--- config.mk ---
export PLATFORM = sky130hd
export DESIGN_NAME = fifo_sync_param
export DESIGN_NICKNAME = d
export VERILOG_FILES = /design/src/rtl/fifo_pkg.sv /design/src/rtl/fifo_mem_dp.sv /design/src/rtl/fifo_sync_param.sv
export SDC_FILE = /design/constraint.sdc
export NUM_CORES = 1
export LEC_CHECK = 0
export ABC_AREA = 1
export CORE_MARGIN = 3
export CORE_UTILIZATION = 35
export CTS_BUF_LIST = sky130_fd_sc_hd__clkbuf_4
export DETAILED_ROUTE_END_ITERATION = 8
export HOLD_SLACK_MARGIN = 0.08
export PLACE_DENSITY = 0.6
export SYNTH_ARGS = -nofsm -noshare
export SYNTH_HDL_FRONTEND = slang
export SYNTH_SLANG_ARGS = --single-unit
--- constraint.sdc ---
create_clock -name clk -period 4.6 [get_ports clk]
set_input_delay 0.46 -clock clk [delete_from_list [all_inputs] [get_ports clk]]
set_output_delay 0.46 -clock clk [all_outputs]
set_load 0.03 [all_outputs]
--- src/rtl/fifo_pkg.sv ---
// fifo_pkg: read-mode constants and depth helper shared by the parametrised FIFO
package fifo_pkg;
  localparam int FIFO_MODE_STD  = 0;
  localparam int FIFO_MODE_FWFT = 1;
  function automatic int clog2_depth(input int n);
    int r;
    r = 0;
    while ((1 << r) < n) r++;
    return r;
  endfunction
endpackage

--- src/rtl/fifo_mem_dp.sv ---
// fifo_mem_dp: DATA_WIDTH x DEPTH storage, one synchronous write port, one async read port
module fifo_mem_dp #(
  parameter int DATA_WIDTH = 16,
  parameter int DEPTH      = 8,
  parameter int AW         = 3
) (
  input  logic                  clk,
  input  logic                  we,
  input  logic [AW-1:0]         waddr,
  input  logic [DATA_WIDTH-1:0] wdata,
  input  logic [AW-1:0]         raddr,
  output logic [DATA_WIDTH-1:0] rdata
);
  logic [DATA_WIDTH-1:0] mem [DEPTH];
  always_ff @(posedge clk) begin
    if (we) mem[waddr] <= wdata;
  end
  assign rdata = mem[raddr];
endmodule

--- src/rtl/fifo_sync_param.sv ---
// fifo_sync_param: parametrised single-clock FIFO, standard or FWFT read, with status pulses.
// Define FIFO_WATERMARK_EN to add the max_count high-water mark output.
module fifo_sync_param
  import fifo_pkg::*;
#(
  parameter int DATA_WIDTH = 16,
  parameter int DEPTH      = 8,
  parameter int AFULL_THR  = 7,
  parameter int AEMPTY_THR = 1,
  parameter int FWFT       = FIFO_MODE_STD,
  localparam int CNT_W     = clog2_depth(DEPTH + 1)
) (
  input  logic                  clk,
  input  logic                  rst,
  input  logic [DATA_WIDTH-1:0] data_in,
  input  logic                  wr_en,
  input  logic                  rd_en,
  output logic [DATA_WIDTH-1:0] data_out,
  output logic                  full,
  output logic                  empty,
  output logic                  almost_full,
  output logic                  almost_empty,
  output logic [CNT_W-1:0]      count,
  output logic                  wr_ack,
  output logic                  overflow,
  output logic                  underflow
`ifdef FIFO_WATERMARK_EN
  ,
  output logic [CNT_W-1:0]      max_count
`endif
);
  localparam int PW = clog2_depth(DEPTH);
  localparam logic [CNT_W-1:0] DEPTH_C = CNT_W'(DEPTH);
  localparam logic [CNT_W-1:0] AF_C    = CNT_W'(AFULL_THR);
  localparam logic [CNT_W-1:0] AE_C    = CNT_W'(AEMPTY_THR);
  localparam logic [PW-1:0]    LAST    = PW'(DEPTH - 1);

  logic [PW-1:0]         wr_ptr_q, wr_ptr_d, rd_ptr_q, rd_ptr_d;
  logic [CNT_W-1:0]      count_q, count_d;
  logic [DATA_WIDTH-1:0] data_out_q, data_out_d, rd_data;
  logic                  wr_ack_q, wr_ack_d, overflow_q, overflow_d, underflow_q, underflow_d;
  logic                  wr_acc, rd_acc;
`ifdef FIFO_WATERMARK_EN
  logic [CNT_W-1:0]      max_count_q, max_count_d;
`endif

  assign full         = count_q == DEPTH_C;
  assign empty        = count_q == '0;
  assign almost_full  = count_q >= AF_C;
  assign almost_empty = count_q <= AE_C;
  assign count        = count_q;
  assign wr_ack       = wr_ack_q;
  assign overflow     = overflow_q;
  assign underflow    = underflow_q;
  assign data_out     = (FWFT == FIFO_MODE_FWFT) ? rd_data : data_out_q;

  // A write at full is rejected even with a concurrent read; a read at empty is always rejected.
  always_comb begin
    wr_acc      = wr_en && !full;
    rd_acc      = rd_en && !empty;
    wr_ptr_d    = wr_acc ? ((wr_ptr_q == LAST) ? '0 : wr_ptr_q + 1'b1) : wr_ptr_q;
    rd_ptr_d    = rd_acc ? ((rd_ptr_q == LAST) ? '0 : rd_ptr_q + 1'b1) : rd_ptr_q;
    count_d     = count_q + CNT_W'(wr_acc) - CNT_W'(rd_acc);
    data_out_d  = rd_acc ? rd_data : data_out_q;
    wr_ack_d    = wr_acc;
    overflow_d  = wr_en && full;
    underflow_d = rd_en && empty;
`ifdef FIFO_WATERMARK_EN
    max_count_d = (count_d > max_count_q) ? count_d : max_count_q;
`endif
  end

  always_ff @(posedge clk) begin
    if (rst) begin
      wr_ptr_q    <= '0;
      rd_ptr_q    <= '0;
      count_q     <= '0;
      data_out_q  <= '0;
      wr_ack_q    <= 1'b0;
      overflow_q  <= 1'b0;
      underflow_q <= 1'b0;
`ifdef FIFO_WATERMARK_EN
      max_count_q <= '0;
`endif
    end else begin
      wr_ptr_q    <= wr_ptr_d;
      rd_ptr_q    <= rd_ptr_d;
      count_q     <= count_d;
      data_out_q  <= data_out_d;
      wr_ack_q    <= wr_ack_d;
      overflow_q  <= overflow_d;
      underflow_q <= underflow_d;
`ifdef FIFO_WATERMARK_EN
      max_count_q <= max_count_d;
`endif
    end
  end

`ifdef FIFO_WATERMARK_EN
  assign max_count = max_count_q;
`endif

  fifo_mem_dp #(
    .DATA_WIDTH(DATA_WIDTH),
    .DEPTH     (DEPTH),
    .AW        (PW)
  ) u_mem (
    .clk  (clk),
    .we   (wr_acc),
    .waddr(wr_ptr_q),
    .wdata(data_in),
    .raddr(rd_ptr_q),
    .rdata(rd_data)
  );
endmodule

==> results.json <==
{
  "status": "finished clean",
  "num_vias": 4340,
  "cts_tree": "built",
  "hold_end": "data_out[11]",
  "synth_top_area_share_pct": 57.54,
  "drt-wirelength-per-cell_um": 15.61,
  "slew_viol_final": 0,
  "io-pin-count": 47,
  "diodes": 0,
  "cpPeakStageDelay_ns": 0.45,
  "ff2ff_path_depth": 12,
  "whs_ns": 0.4717,
  "maxCapViolations": 0,
  "r2r-end": "count[2]",
  "post_dp_cell_area_sq_um": 7311,
  "synth_area_per_cell_sq_um": 10.20,
  "worstHoldPathType": "flip-flop to flip-flop",
  "worst-setup-path-type": "flip-flop to flip-flop",
  "grt_pass1_vias": 4201,
  "utilization_pct": 41.63,
  "path_cells": "inv_1, ha_1, nand2_2, nand2_2, inv_2, ha_1, inv_1, ha_1, inv_1, fa_1, xor2_1, nor2_1",
  "finalNetCount": 731,
  "min_period_ns": 2.859,
  "grt_first_pass_wirelength_mm": 23.42,
  "clock_skew_ns": 0.01724,
  "cts_root_buf": "clkbuf_4",
  "synth_top_cells_by_area": "edfxtp_1 58%, nand2_1 11%, dfxtp_1 8.7%",
  "rsz0062_at_grt": "no",
  "numClockSinks": 157,
  "postSynthCellCount": 655,
  "fillers": 1759,
  "reg2reg_from": "count[2]",
  "design.die.area_sq_um": 20780,
  "postRouteAntennaNets": 0,
  "die_w_um": 144.2,
  "cp_top_family": "adder cells",
  "syn2layout_area_growth_pct": 14.23,
  "grt_antenna_before_repair": 0,
  "hp-start": "data_out[11]",
  "worstPathArrival_ns": 3.27,
  "track_usage_pct": 15.11,
  "grt_max_degree": 66,
  "postCtsSetupBuffers": 0,
  "synth_nets": 688,
  "cp_num_cells": 12,
  "wl_mm": 14.68,
  "fin_crit_sh_pct": 62.16,
  "setup_viol": 0,
  "irDropWorstVdd_v": 0.0002291,
  "cts_resized": 0,
  "cts_max_level": 4,
  "worstMarginPinSlew_ns": 1.116,
  "cts_hold_repair.buffers": 0,
  "initial_core_util_pct": 36.44,
  "grt.overflow.total": 0,
  "cts_buffer_depth": 2,
  "slowest_stage": "inv_2",
  "p_per_area_nw_per_um2": 527.7,
  "yosysTopAreaCell": "edfxtp_1",
  "drive_above_1_share_pct": 6.892,
  "drt_iter0_markers": 308,
  "coreArea_sq_um": 18330,
  "synth.distinct_cells": 24,
  "port_buffers": 46,
  "worstPathMaxFanout": 23,
  "crit_path_end_kind": "flip-flop",
  "holdPathStages": 2,
  "viasPerCell": 4.617,
  "fin_setup_tns_ns": 0,
  "die_h_um": 144.2,
  "fmax_ghz": 0.3497,
  "slew-limit-headroom_pct": 25.52,
  "cts.clk_slew.worst_paths_ns": 0.12,
  "place_congestion": 0.7530,
  "finalInstanceArea_sq_um": 7631,
  "cts_buffers": 17,
  "cp_num_buf_inv": 4,
  "rrSetupSlack_ns": 1.74,
  "first_pass_iters": 4,
  "rows": 49,
  "clk_latency_ns": 0.56,
  "ys_ff_latch": 157,
  "drc": 0,
  "crit_path_start_kind": "flip-flop",
  "synth_warnings": 0,
  "syn-cell-area_sq_um": 6680,
  "finalHoldViolCount": 0,
  "seq_area_frac_synth_pct": 66.23,
  "cp.required_ns": 5.01,
  "place_hpwl_mm": 8.386,
  "leakage_nw": 3.163
}
[stage by stage]
| stage | cells | power, mW | worst slack [ns] |
|---|---|---|---|
| after global routing | 940 | 4.297 | 1.499 |
| after CTS | 940 | 4.074 | 1.682 |
| after detailed placement | 908 | 3.156 | 1.581 |
| final | 940 | 4.027 | 1.741 |
| after floorplan | 655 | 2.731 | 2.174 |
| after global placement | 908 | 3.143 | 1.596 |
[metal layers]
| metal | track usage, % | up-vias | share of wire, % | wire [um] |
|---|---|---|---|---|
| met5 | 0 | - | 0 | 0 |
| met4 | 4.566 | 0 | 1.1 | 163 |
| met3 | 3.869 | 14 | 5.5 | 801 |
| met2 | 23.64 | 90 | 48 | 7063 |
| met1 | 20.86 | 2033 | 45 | 6647 |
| li1 | - | 2203 | - | - |
[cells in the mapped netlist (all sizes together)]
master	n
o31ai	1
nand3b	1
a211oi	3
inv	116
clkinv	1
nand3	97
nand2	191
buf	25
ha	12
clkbuf	4
fa	1
a21o	1
o21ai	3
xor2	1
dfxtp	29
nor2	19
a21oi	21
and3	1
edfxtp	128
[cell families after synthesis]
| logic type | after synthesis | synth area share [%] |
|---|---|---|
| flops | 157 | 66.23 |
| buf+inv | 146 | 9.346 |
| compound gates | 29 | 2.360 |
| fa+ha+maj | 13 | 2.547 |
| simple gates | 309 | 19.39 |
| xor+xnor | 1 | 0.1311 |
[worst max path at each step]
stage | startpoint | endpoint | slack (ns)
3_3_place_gp | rd_en | count[2] | 1.60
2_1_floorplan | count[2] | count[2] | 2.17
3_5_place_dp | rd_en | count[2] | 1.58
6_report | count[2] | count[2] | 1.74
4_1_cts | count[2] | count[2] | 1.68
5_1_grt | count[2] | count[2] | 1.50
[report_power, final]
group | total [mW] | internal (mW) | switching [mW] | leakage [nW]
registers | 1.78 | 1.70 | 0.0777 | 1.40
logic | 1.33 | 0.443 | 0.886 | 1.59
clock network | 0.919 | 0.445 | 0.474 | 0.168
[sequential cells by signal, summed over array words and instances, names as in the netlist]
signal     flops
count          4
u_mem.mem    128
data_out      16
wr_ack         1
overflow       1
underflow      1
wr_ptr_q       3
rd_ptr_q       3
[placed cells by master (no fill, tap or decap), types with 2 or more instances in the layout]
cell type and n:
dfxtp_1 28, buf_4 7, clkbuf_4 20, a21oi_1 21, inv_1 114, o21ai_0 3
bufinv_16 4, clkdlybuf4s50_1 46, ha_1 12, nand3_1 97, nor2_2 7, nor2_1 12
clkinvlp_4 2, inv_2 2, clkinv_4 2, clkinv_2 2, nand2_2 2, nand2_1 189
edfxtp_1 128, clkinv_1 3, a211oi_1 3
[area by class of cell]
type                    count  area, sq um  share of cell area [%]
clock buffers              20        150.1                   1.968
inverters                 117        439.2                   5.755
clock inverters            12        170.2                   2.230
repair buffers             53        513.0                   6.722
flip-flops and latches    157         4425                   57.99
multi-input cells         352         1647                   21.58
well taps                 229        286.5                   3.755
[worst min-delay path: cells and delay by family (launching register included)]
kind	cells	cell delay, ns
flops	1	0.33
simple gates	1	0.06
compound gates	1	0.05
No activity file was read; power rests on OpenSTA's default activity.
==> RTL change 1 (config.mk and constraints unchanged) <==
Add a define of `FIFO_WATERMARK_EN`.
--- a/src/rtl/fifo_sync_param.sv
+++ b/src/rtl/fifo_sync_param.sv
@@ -1,5 +1,7 @@
 // fifo_sync_param: parametrised single-clock FIFO, standard or FWFT read, with status pulses.
 // Define FIFO_WATERMARK_EN to add the max_count high-water mark output.
+`define FIFO_WATERMARK_EN
+
 module fifo_sync_param
   import fifo_pkg::*;
 #(
Function (old outputs only; new: max_count): kept (equiv_simple and equiv_induct, registers matched by name and starting in step).
==> RTL change 1 against the unedited design <==
Sequential power is 2% higher. Largest cell class unchanged. Count of clock-buffer cells in the layout unchanged. Wire length grew 3.2%. Area after synthesis is 3.8% higher. Die area grew 3.6%. Worst setup slack worse by 0.35 ns. Via count up 7.2%. Sequential cell count grew 4. Total power rose by 10%. Cell area grew 4.6%. Maximum frequency is 11% lower.
==> RTL change 1: results <==
metrics = {
    "outcome": {
        "status": "finished clean",
    },
    "yosys": {
        "synth_fa_ha_area_share_pct": 3.18,
        "synth_cells": 689,
        "synth_compound_area_share_pct": 2.67,
        "synth_xor_xnor_area_share_pct": 0.253,
        "syn_nets": 726,
        "yosysUniqueCellTypes": 27,
        "synth_area_leaders": "edfxtp_1 (55%), nand2_1 (10%), dfxtp_1 (9.5%), nand3_1 (7.3%), inv_1 (6.4%)",
        "yosys-top-cells-count": "nand2_1 (193), edfxtp_1 (128), inv_1 (118)",
        "yosysSeqAreaShare_pct": 65.0,
    },
    "setup_path": {
        "worstPathMaxFanout": 7,
        "timing.rr.end": "max_count[3]",
        "crit_arrival_ns": 3.66,
        "cp_slowest_stage_delay_ns": 0.38,
        "r2r_setup_slack_ns": 1.39,
        "reg2reg_depth": 16,
    },
    "placement": {
        "dp_hpwl_mm": 8.30,
        "place.gp.congestion": 0.743,
        "portBuffers": 50,
        "dp.cells": 981,
    },
    "pwr": {
        "ir_drop_mv": 0.312,
        "p_leak_nw": 3.32,
    },
    "timing": {
        "whs_ns": 0.474,
        "max-slew-margin-rel_pct": 24.8,
    },
    "clock_tree": {
        "insertion_delay_ns": 0.53,
    },
    "final_layout": {
        "drive_gt1_share_pct": 7.44,
        "final_nets": 777,
    },
    "worst_hold_path": {
        "min_to": "data_out[3]",
        "hold_start": "data_out[3]",
    },
    "grt": {
        "grt_pass1_vias": 4422,
        "grt_antenna_before_repair": 1,
        "grt_pass1_wl_mm": 24.1,
    },
    "detailed_routing": {
        "post_drt_wl_per_cell_um": 14.9,
        "viasPerCell": 4.59,
        "drt_first_pass_iters": 5,
    },
}
## RTL change 1: cell types whose count changed in the layout (fill, tap and decap cells not counted), moves of 2 or more
| cell | delta |
|---|---|
| a21oi_1 | +6 |
| buf_4 | +5 |
| clkdlybuf4s50_1 | +4 |
| dfxtp_1 | +4 |
| ha_1 | +4 |
| inv_1 | +4 |
| inv_6 | +4 |
| nand2_1 | +4 |
| nand3_1 | +4 |
| xnor2_1 | +2 |
## RTL change 1: logic make-up (layout without fill, tap and decap cells)
kind of cell / Yosys count / after routing
adders and majority gates: 17 / 17
buffers and inverters: 152 / 216
DFF: 161 / 161
xor gates and xnor gates: 2 / 2
AOI/OAI and AO/OA: 35 / 35
and+or+nand+nor: 322 / 322
other: 0 / 1
## RTL change 1: per-layer routing
layer,routed length [um],GRT usage (%)
met5,0,0
met3,686,3.42
met1,7130,19.1
met4,261,4.66
met2,7070,23.5
## RTL change 1: critical path: cells and delay by family (launching register included)
kind                     cells  cell delay [ns]
XOR/XNOR                     1             0.25
flip-flops                   1             0.37
AND/OR/NAND/NOR              6             0.58
buffers and inverters        3             0.21
adder cells (fa/ha/maj)      5             1.35
AO/OA/AOI/OAI                1             0.37
## RTL change 1: area by class of cell
type                       instances  area (um2)
timing repair buffer              62         591
sequential                       161        4510
inverter                         122         458
clock buffer                      20         150
antenna                            1        2.50
multi-input combinational        376        1800
clock inverter                    12         154
tap                              260         325
fill                            1837       11100
## RTL change 1: worst max path at each step
stage              endpoint  startpoint
2_1_floorplan  max_count[3]    count[2]
3_3_place_gp   max_count[3]       wr_en
3_5_place_dp   max_count[3]       wr_en
4_1_cts        max_count[3]    count[2]
5_1_grt        max_count[3]    count[2]
6_report       max_count[3]    count[2]
## RTL change 1: where the power goes
group / internal (W) / switching [W] / leakage (nW) / total (W)
Combinational: 0.000597 / 0.00112 / 1.72 / 0.00172
Clock: 0.000399 / 0.000496 / 0.164 / 0.000895
Sequential: 0.00175 / 0.0000716 / 1.43 / 0.00182
Total: 0.00274 / 0.00169 / 3.32 / 0.00443
## RTL change 1: stage by stage
stage,worst slack (ns),area (um2)
floorplan,1.29,6930
global placement,1.20,7680
detailed placement,1.16,7680
CTS,1.35,7980
global route,1.02,7980
finish,1.39,7980
==> RTL change 2 (same settings) <==
Made on the original files. Register the output `count` once more, without a reset; this adds one clock of latency there. The other outputs are not delayed to match.
--- a/src/rtl/fifo_sync_param.sv
+++ b/src/rtl/fifo_sync_param.sv
@@ -48,7 +48,9 @@
   assign empty        = count_q == '0;
   assign almost_full  = count_q >= AF_C;
   assign almost_empty = count_q <= AE_C;
-  assign count        = count_q;
+  always_ff @(posedge clk) begin
+    count <= count_q;
+  end
   assign wr_ack       = wr_ack_q;
   assign overflow     = overflow_q;
   assign underflow    = underflow_q;
Formal check against the unedited RTL: not equivalent (Yosys sat finds a counterexample within 4 cycles, from zero or initial values and one cycle with rst high).
==> RTL change 2 against the unedited design <==
Cell area is 0.89% higher. Wire length down 1.7%. Maximum frequency is 0.89% higher. Non-clock buffer count shrank 2. Worst setup slack better by 0.025 ns. Largest cell class unchanged. Total power fell by 0.64%. Hold slack lost 0.092 ns. Sequential cell count grew 4. Synthesized cell count up 0.61%. Area after synthesis rose by 1.4%.
==> RTL change 2: results <==
metrics = {
    "outcome": {
        "status": "finished clean",
    },
    "clock_tree": {
        "insertion_delay_ns": 0.54,
        "cts-buffers-inserted": 17,
        "htreeDepth": 4,
        "post_cts_buffers": 0,
        "ctsRootBufferMaster": "clkbuf_4",
        "clk_path_buf_depth": 2,
    },
    "placement": {
        "dp.cells": 941,
        "dpl_cell_area_um2": 7420,
        "place_ws_ns": 1.60,
        "portBuffers": 46,
        "place.gp.congestion": 0.749,
        "dp_hpwl_mm": 7.96,
    },
    "setup_path": {
        "critPathLaunch": "count_q[2]",
        "worstPathMaxFanout": 23,
        "cp-endpoint": "count_q[2]",
        "crit_arrival_ns": 3.27,
        "r2r_setup_slack_ns": 1.77,
    },
    "pwr": {
        "p_leak_nw": 3.17,
        "sequentialPowerShare_pct": 46.4,
        "p_int_w": 0.00256,
        "ir_drop_mv": 0.169,
        "p_comb_w": 0.00132,
        "p_total_w": 0.00400,
    },
    "grt": {
        "grt_use_total_pct": 14.1,
        "grt_pass1_wl_mm": 22.7,
        "grt_use_met3_pct": 3.94,
        "grtUsageMet2_pct": 23.1,
        "met1_usage_pct": 18.1,
        "grt_pass1_vias": 4227,
        "grt_antenna_before_repair": 1,
    },
    "detailed_routing": {
        "drt-met1-wl_mm": 6.75,
        "highest_layer": "met4",
        "drt_iter0_drc": 279,
        "vias": 4365,
        "drt-total-wl_mm": 14.4,
        "dr_wl_met2_mm": 6.70,
        "wl_met3_um": 725,
        "drt_first_pass_iters": 7,
    },
    "yosys": {
        "synth_edf_count": 128,
        "synth_area_leaders": "edfxtp_1 (57%), nand2_1 (10%), dfxtp_1 (9.8%), nand3_1 (7.2%), inv_1 (6.3%)",
        "synth_cells": 659,
        "yosys-top-cells-count": "nand2_1 (189), edfxtp_1 (128), inv_1 (114)",
        "syn_nets": 692,
        "yosysSeqAreaShare_pct": 66.5,
        "synth-async-reset-ratio_pct": 0,
    },
    "final_layout": {
        "final_nets": 733,
        "top_register": "u_mem.mem",
        "drive_gt1_share_pct": 6.87,
        "fin_cells": 974,
    },
    "worst_hold_path": {
        "hold_path.class": "reg2reg",
    },
    "timing": {
        "min_period_ns": 2.83,
        "tightest_slew_ns": 1.21,
        "skew_ns": 0.0147,
    },
}
==> RTL change 2: cell types whose count changed after synthesis <==
cell     delta
buf_2       -1
buf_4       -2
buf_6       +3
dfxtp_1     +4
==> RTL change 2: kinds of logic (layout without fill, tap and decap cells) <==
logic type / after synthesis / after routing / synth area share (%)
buffers and inverters: 146 / 200 / 9.42
XOR/XNOR: 1 / 1 / 0.129
AND/OR/NAND/NOR: 309 / 309 / 19.1
adder cells (fa/ha/maj): 13 / 13 / 2.51
flip-flops: 161 / 161 / 66.5
AO/OA/AOI/OAI: 29 / 29 / 2.33
other: 0 / 1 / 0
==> RTL change 2: how the worst min path moves through the flow <==
stage | from | endpoint | slack (ns) | depth (start not counted)
3_5_place_dp | count_q[3] | count[3] | 0.37 | 0
2_1_floorplan | count_q[3] | count[3] | 0.35 | 0
6_report | count_q[3] | count[3] | 0.38 | 0
4_1_cts | count_q[3] | count[3] | 0.38 | 0
3_3_place_gp | count_q[3] | count[3] | 0.36 | 0
5_1_grt | count_q[3] | count[3] | 0.39 | 0
==> RTL change 2: worst max-delay path, cell delays in order (launching register included) <==
cell     delay [ns]
dfxtp_1        0.38
inv_1          0.10
ha_1           0.24
nand2_2        0.10
nand2_2        0.30
inv_2          0.46
ha_1           0.30
inv_1          0.06
ha_1           0.13
inv_1          0.06
fa_1           0.38
xor2_1         0.16
nor2_1         0.05
==> RTL change 2: layout make-up <==
type | instances | area [um2]
diodes | 1 | 2.50
well taps | 260 | 325
flip-flops and latches | 161 | 4510
inverters | 117 | 439
repair buffers | 51 | 498
multi-input cells | 352 | 1650
clock inverters | 7 | 88.8
clock buffers | 25 | 188
fillers | 1849 | 11100
